$ cat src/rtl/tick_period_monitor_pkg.sv
`default_nettype none
// ---------------------------------------------------------------------------
// Module : tick_mon_pkg
// Brief  : Shared types and default constants for tick_period_monitor.
// Rev    : 1.0  initial release
// ---------------------------------------------------------------------------
package tick_mon_pkg;

  // Monitor state: waiting for first tick, acquiring good gaps, locked
  typedef enum logic [1:0] {
    ST_IDLE = 2'd0,
    ST_ACQ  = 2'd1,
    ST_LOCK = 2'd2
  } tm_state_t;

  localparam int DEF_PERIOD = 5001;
  localparam int DEF_TOL    = 2;
  localparam int DEF_CBITS  = 14;
  localparam int DEF_LOCK_N = 3;
  localparam int DEF_EVBITS = 8;

  // Width of the good-gap run counter; must be able to hold LOCK_N
  function automatic int run_bits(input int lock_n);
    return (lock_n < 1) ? 1 : $clog2(lock_n + 1);
  endfunction

endpackage
`default_nettype wire

$ cat src/rtl/tick_period_monitor_if.sv
`default_nettype none
// ---------------------------------------------------------------------------
// Module : tick_mon_if
// Brief  : Tick input / status output bundle of the tick period monitor.
// Rev    : 1.0  initial release
// ---------------------------------------------------------------------------
interface tick_mon_if #(
  parameter int EVBITS = 8
);
  logic              en;
  logic              tick;
  logic              locked;
  logic              early_err;
  logic              miss_err;
  logic [EVBITS-1:0] tick_cnt;
  logic [EVBITS-1:0] err_cnt;

  // Upstream side: drives enable and tick, observes status
  modport master (
    output en, tick,
    input  locked, early_err, miss_err, tick_cnt, err_cnt
  );

  // Monitor side
  modport slave (
    input  en, tick,
    output locked, early_err, miss_err, tick_cnt, err_cnt
  );
endinterface
`default_nettype wire

$ cat src/rtl/tick_period_monitor_sat_counter.sv
`default_nettype none
// ---------------------------------------------------------------------------
// Module : sat_counter
// Brief  : Up counter that sticks at all-ones; synchronous clear via rst.
// Rev    : 1.0  initial release
// ---------------------------------------------------------------------------
module sat_counter #(
  parameter int W = 8
) (
  input  wire logic         clk,
  input  wire logic         rst,
  input  wire logic         inc,
  output logic [W-1:0]      q
);
  logic [W-1:0] cnt_q;
  logic [W-1:0] cnt_d;

  // Increment unless already at the maximum value
  always_comb begin
    cnt_d = cnt_q;
    if (inc && (cnt_q != {W{1'b1}})) begin
      cnt_d = cnt_q + 1'b1;
    end
  end

  // Count register with synchronous clear
  always_ff @(posedge clk) begin
    if (rst) begin
      cnt_q <= '0;
    end else begin
      cnt_q <= cnt_d;
    end
  end

  assign q = cnt_q;
endmodule
`default_nettype wire

$ cat src/rtl/tick_period_monitor.sv
`default_nettype none
// ---------------------------------------------------------------------------
// Module : tick_period_monitor
// Brief  : Measures gaps between periodic ticks, locks after LOCK_N good
//          gaps, flags early and missing ticks, counts ticks and errors.
// Rev    : 1.0  initial release
// ---------------------------------------------------------------------------
module tick_period_monitor
  import tick_mon_pkg::*;
#(
  parameter int PERIOD = DEF_PERIOD,
  parameter int TOL    = DEF_TOL,
  parameter int CBITS  = DEF_CBITS,
  parameter int LOCK_N = DEF_LOCK_N,
  parameter int EVBITS = DEF_EVBITS
) (
  input  wire logic   clk,
  input  wire logic   rst,
  tick_mon_if.slave   bus
);
  localparam int               RBITS    = run_bits(LOCK_N);
  localparam logic [CBITS-1:0] GAP_LO   = CBITS'(PERIOD - TOL);
  localparam logic [CBITS-1:0] GAP_HI   = CBITS'(PERIOD + TOL);
  localparam logic [CBITS-1:0] GAP_ONE  = CBITS'(1);
  localparam logic [RBITS-1:0] RUN_MAX  = RBITS'(LOCK_N);
  localparam logic [RBITS-1:0] RUN_LAST = RBITS'(LOCK_N - 1);

  if ((PERIOD - TOL) < 1 || (PERIOD + TOL) >= (2 ** CBITS) || LOCK_N < 1) begin : g_param_check
    $error("tick_period_monitor: PERIOD/TOL/CBITS/LOCK_N out of range");
  end

  tm_state_t         state_q, state_d;
  logic [CBITS-1:0]  gap_q, gap_d;
  logic              locked_q, locked_d;
  logic              early_q, early_d;
  logic              miss_q, miss_d;
  logic [EVBITS-1:0] tick_cnt_q, tick_cnt_d;
  logic [RBITS-1:0]  run;
  logic              run_clr;
  logic              run_inc;
  logic [EVBITS-1:0] err_cnt;

  // Next-state, gap counter, run control and error decisions
  always_comb begin
    state_d    = state_q;
    gap_d      = gap_q;
    early_d    = 1'b0;
    miss_d     = 1'b0;
    run_clr    = 1'b0;
    run_inc    = 1'b0;
    tick_cnt_d = tick_cnt_q;

    if (bus.en && bus.tick) begin
      tick_cnt_d = tick_cnt_q + 1'b1;
    end

    if (!bus.en) begin
      state_d = ST_IDLE;
      gap_d   = '0;
      run_clr = 1'b1;
    end else begin
      case (state_q)
        ST_IDLE: begin
          gap_d   = '0;
          run_clr = 1'b1;
          if (bus.tick) begin
            state_d = ST_ACQ;
            gap_d   = GAP_ONE;
          end
        end
        ST_ACQ, ST_LOCK: begin
          if (bus.tick) begin
            // Every tick restarts the gap measurement
            gap_d = GAP_ONE;
            if (gap_q < GAP_LO) begin
              early_d = 1'b1;
              run_clr = 1'b1;
              state_d = ST_ACQ;
            end else begin
              run_inc = (run != RUN_MAX);
              if (state_q == ST_ACQ && run == RUN_LAST) begin
                state_d = ST_LOCK;
              end
            end
          end else if (gap_q >= GAP_HI) begin
            miss_d  = 1'b1;
            state_d = ST_IDLE;
            gap_d   = '0;
            run_clr = 1'b1;
          end else begin
            gap_d = gap_q + 1'b1;
          end
        end
        default: begin
          state_d = ST_IDLE;
          gap_d   = '0;
          run_clr = 1'b1;
        end
      endcase
    end

    locked_d = (state_d == ST_LOCK);
  end

  // State, gap, tick count and registered status outputs
  always_ff @(posedge clk) begin
    if (rst) begin
      state_q    <= ST_IDLE;
      gap_q      <= '0;
      locked_q   <= 1'b0;
      early_q    <= 1'b0;
      miss_q     <= 1'b0;
      tick_cnt_q <= '0;
    end else begin
      state_q    <= state_d;
      gap_q      <= gap_d;
      locked_q   <= locked_d;
      early_q    <= early_d;
      miss_q     <= miss_d;
      tick_cnt_q <= tick_cnt_d;
    end
  end

  sat_counter #(.W(RBITS)) u_run_cnt (
    .clk (clk),
    .rst (rst | run_clr),
    .inc (run_inc),
    .q   (run)
  );

  sat_counter #(.W(EVBITS)) u_err_cnt (
    .clk (clk),
    .rst (rst),
    .inc (early_d | miss_d),
    .q   (err_cnt)
  );

  assign bus.locked    = locked_q;
  assign bus.early_err = early_q;
  assign bus.miss_err  = miss_q;
  assign bus.tick_cnt  = tick_cnt_q;
  assign bus.err_cnt   = err_cnt;
endmodule
`default_nettype wire

$ cat src/flat_wrapper.sv
// flat-port wrapper written by rule: the top's interface ports become plain ports
module tick_period_monitor_flat import tick_mon_pkg::*;
#(
  parameter int PERIOD = DEF_PERIOD,
  parameter int TOL    = DEF_TOL,
  parameter int CBITS  = DEF_CBITS,
  parameter int LOCK_N = DEF_LOCK_N,
  parameter int EVBITS = DEF_EVBITS
)
  (clk, rst, bus_en, bus_tick, bus_locked, bus_early_err, bus_miss_err, bus_tick_cnt, bus_err_cnt);
  tick_mon_if #(.EVBITS(EVBITS)) bus_i ();
  input  wire logic clk;
  input  wire logic rst;
  input wire logic [$bits(bus_i.en)-1:0] bus_en;
  input wire logic [$bits(bus_i.tick)-1:0] bus_tick;
  output wire logic [$bits(bus_i.locked)-1:0] bus_locked;
  output wire logic [$bits(bus_i.early_err)-1:0] bus_early_err;
  output wire logic [$bits(bus_i.miss_err)-1:0] bus_miss_err;
  output wire logic [$bits(bus_i.tick_cnt)-1:0] bus_tick_cnt;
  output wire logic [$bits(bus_i.err_cnt)-1:0] bus_err_cnt;
  assign bus_i.en = bus_en;
  assign bus_i.tick = bus_tick;
  assign bus_locked = bus_i.locked;
  assign bus_early_err = bus_i.early_err;
  assign bus_miss_err = bus_i.miss_err;
  assign bus_tick_cnt = bus_i.tick_cnt;
  assign bus_err_cnt = bus_i.err_cnt;
  tick_period_monitor #(.PERIOD(PERIOD), .TOL(TOL), .CBITS(CBITS), .LOCK_N(LOCK_N), .EVBITS(EVBITS)) u_core (.clk(clk), .rst(rst), .bus(bus_i));
endmodule
$ cat config.mk
export PLATFORM = sky130hd
export DESIGN_NAME = tick_period_monitor_flat
export DESIGN_NICKNAME = d
export VERILOG_FILES = /design/src/rtl/tick_period_monitor_pkg.sv /design/src/rtl/tick_period_monitor_if.sv /design/src/rtl/tick_period_monitor_sat_counter.sv /design/src/rtl/tick_period_monitor.sv /design/src/flat_wrapper.sv
export SDC_FILE = /design/constraint.sdc
export NUM_CORES = 1
export LEC_CHECK = 0
export BUFFER_PORTS_ARGS = -buffer_cell sky130_fd_sc_hd__buf_2
export CAP_MARGIN = 20
export CORE_MARGIN = 3
export CORE_UTILIZATION = 56
export DETAILED_ROUTE_END_ITERATION = 10
export PLACE_DENSITY = 0.75
export SYNTH_ARGS = -nofsm -noshare
export SYNTH_HDL_FRONTEND = slang
export SYNTH_SLANG_ARGS = --single-unit
$ cat constraint.sdc
create_clock -name clk -period 2.1 [get_ports clk]
set_input_delay 0.42 -clock clk [delete_from_list [all_inputs] [get_ports clk]]
set_output_delay 0.42 -clock clk [all_outputs]
set_load 0.005 [all_outputs]
==> results.yml <==
drt:
  ant_nets: 0
  viasPerCell: 5.37
  drc_errors: 0
  vias: 1483
  dr.first_iter.drc_count: 73
  routedWlPerCell_um: 12.4
  dr.pass1.iters: 4
  postRouteWirelength_mm: 3.43
power_and_ir_drop:
  p_per_area_nw_per_um2: 572
  vdd_drop_max_v: 0.000391
  p_leak_uw: 0.000818
worst_setup_path:
  critPathCaptureType: "register"
  reg2reg_from: "u_core.state_q[1]"
  worst-path-buf-inv: 1
  path_class: "register to register"
  critPathMaxFanout: 10
  worst_ep_arrival_time_ns: 2.23
  cp.required_ns: 2.37
  slowest_stage: "or4_1"
  reg2reg_slack_ns: 0.15
  cp_top_family: "compound AO/OA/AOI/OAI gates"
  ff2ff_path_depth: 7
  worstPathCellList: "inv_1, ha_1, nand2_1, o21bai_1, o21bai_4, or4_1, a21oi_1"
  worst_setup_path_start_kind: "register"
  worst_path_largest_cell_delay_ns: 0.48
  timing.rr.end: "u_core.u_err_cnt.q[5]"
finish:
  antenna_cells: 0
  layout.cells.non_filler: 276
  final_cell_mix: "36 x dfxtp_1, 30 x nor2_1, 22 x buf_2"
  finalNetCount: 246
  drive_above_1_share: 0.184
  final_common_cell: "dfxtp_1"
  multi_input_area_um2: 998
  area_growth_pct: 12.5
  fill_cells: 252
  regArea_um2: 742
  design_area_um2: 2020
cts:
  clock_latency_ns: 0.34
  path_clk_slew_ns: 0.10
  htree_levels: 2
  cts_tree: "done"
  ctsRootBufferMaster: "clkbuf_4"
  numCtsBuffers: 5
  cts_buffer_depth: 2
  cts_num_sinks: 37
synthesis:
  synth-edff-count: 0
  postSynthCellCount: 206
  synth-seq-cells: 37
  synth_ff_type: "dfxtp_1"
  syn_avg_cell_area_um2: 8.72
  yosysSeqAreaShare: 0.412
  synth_nets: 218
  synthArstFlopShare: 0
  yosys_warnings: 0
  netlist_area_um2: 1800
  synth.distinct_cells: 42
die:
  pin_count: 23
  rows: 19
  die_w_um: 62.6
  die_h_um: 62.6
  start_util: 0.619
  fp.coreArea_um2: 2900
  dieArea_um2: 3920
grt:
  grt_remaining_overflow: 0
  grt_pass1_vias: 1466
  grtUsageTotal: 0.205
  grt_pass1_wl_mm: 6.38
  grt_max_degree: 20
  antenna_found_initial: 0
timing:
  layout_setup_ws_ns: 0.148
  rsz0062_at_grt: "false"
  setup_viol: 0
  drv_slew: 0
  period_share: 0.930
  fin_tns_setup_ns: 0
  hold_ws_ns: 0.404
  final.setup_skew_ns: 0.00752
  finalHoldViolCount: 0
  period_needed_ns: 1.95
  max_freq_ghz: 0.512
placed_design:
  place_area_um2: 1960
  hpwl_mm: 2.53
  place_congestion: 0.775
  io_buffer_count: 22
  dp_slack_ns: 0.140
  numPlacedInstances: 269
worst_hold_path:
  min-delay-start: "bus_en"
  min_to: "u_core.bus.tick_cnt[1]"
  whs_path_depth: 3
  hold_path.class: "primary input to register"
job:
  max_cap_viol_count: 0
status:
  outcome: "completed"
Yosys cell counts, types with 2 or more instances:
cell	instances	area share
dfxtp_1	37	0.41
nor2_1	30	0.063
nand2_1	17	0.036
nand3_1	15	0.042
xor2_1	14	0.068
inv_1	9	0.019
o21ai_0	9	0.025
a21oi_1	8	0.022
ha_1	8	0.056
xnor2_1	6	0.029
and3_1	4	0.014
nor3_1	4	0.011
or2_1	4	0.014
clkbuf_1	3	0.0063
nand4_1	3	0.010
or4_1	3	0.013
a211oi_1	2	0.0084
nor2b_1	2	0.0070
nor3_4	2	0.018
o21a_1	2	0.0084
or2_2	2	0.0070
or3_1	2	0.0070
final cells by class:
cell class,instances,share of cell area
clock buffer,7,0.0272
inverter,9,0.0167
multi-input combinational,155,0.494
sequential,37,0.367
tap,42,0.0260
timing repair buffer,26,0.0693
state kept, by name, summed over array words and instances (netlist names):
register,count
u_core.gap_q,14
u_core.state_q,2
u_core.bus.tick_cnt,8
u_core.bus.miss_err,1
u_core.u_run_cnt.q,2
u_core.u_err_cnt.q,8
u_core.bus.early_err,1
u_core.bus.locked,1
routing by layer:
layer | vias to the layer above | wire [um] | global-route usage
met1 | 676 | 1560 | 0.251
li1 | 756 | - | -
met3 | 12 | 140 | 0.0594
met4 | 0 | 105 | 0.121
met5 | - | 0 | 0
met2 | 39 | 1620 | 0.318
power breakdown:
group / internal [uW] / switching [uW]
Sequential: 708 / 6.70
Combinational: 26.6 / 39.7
Clock: 158 / 218
Total: 892 / 264
per-stage QoR:
step	utilization	power, uW
final	0.697	1160
after global placement	0.676	793
after global routing	0.697	1230
after floorplan	-	777
after CTS	0.695	1170
after detailed placement	0.676	796
worst max path at each step:
stage                                 start               endpoint  cells past startpoint
final                     u_core.state_q[1]  u_core.u_err_cnt.q[5]                      7
after global routing      u_core.state_q[1]  u_core.u_err_cnt.q[5]                      7
after CTS                 u_core.state_q[0]  u_core.u_err_cnt.q[5]                      7
after detailed placement  u_core.state_q[0]  u_core.u_err_cnt.q[5]                      7
after global placement      u_core.gap_q[0]  u_core.u_err_cnt.q[5]                      7
after floorplan           u_core.state_q[0]  u_core.u_err_cnt.q[5]                      7
logic make-up (layout without fill, tap and decap cells):
logic type	count (synthesis)	count (layout)	synth area share
compound gates	32	32	0.130
other cells	1	1	0.00209
buf+inv	14	42	0.0341
mux	1	1	0.00557
xor+xnor	20	20	0.0975
fa+ha+maj	8	8	0.0557
simple gates	93	93	0.263
flops	37	37	0.412
worst min-delay path: stages:
cell     delay [ns]
buf_2          0.13
nand3_1        0.08
a21oi_1        0.06
repair_timing:
item                       in CTS  in global routing
resized for setup               0                  2
setup endpoints to repair       0                  2
hold buffers                    0                  0
buffers inserted                0                  0
No activity file was read; power rests on OpenSTA's default activity.
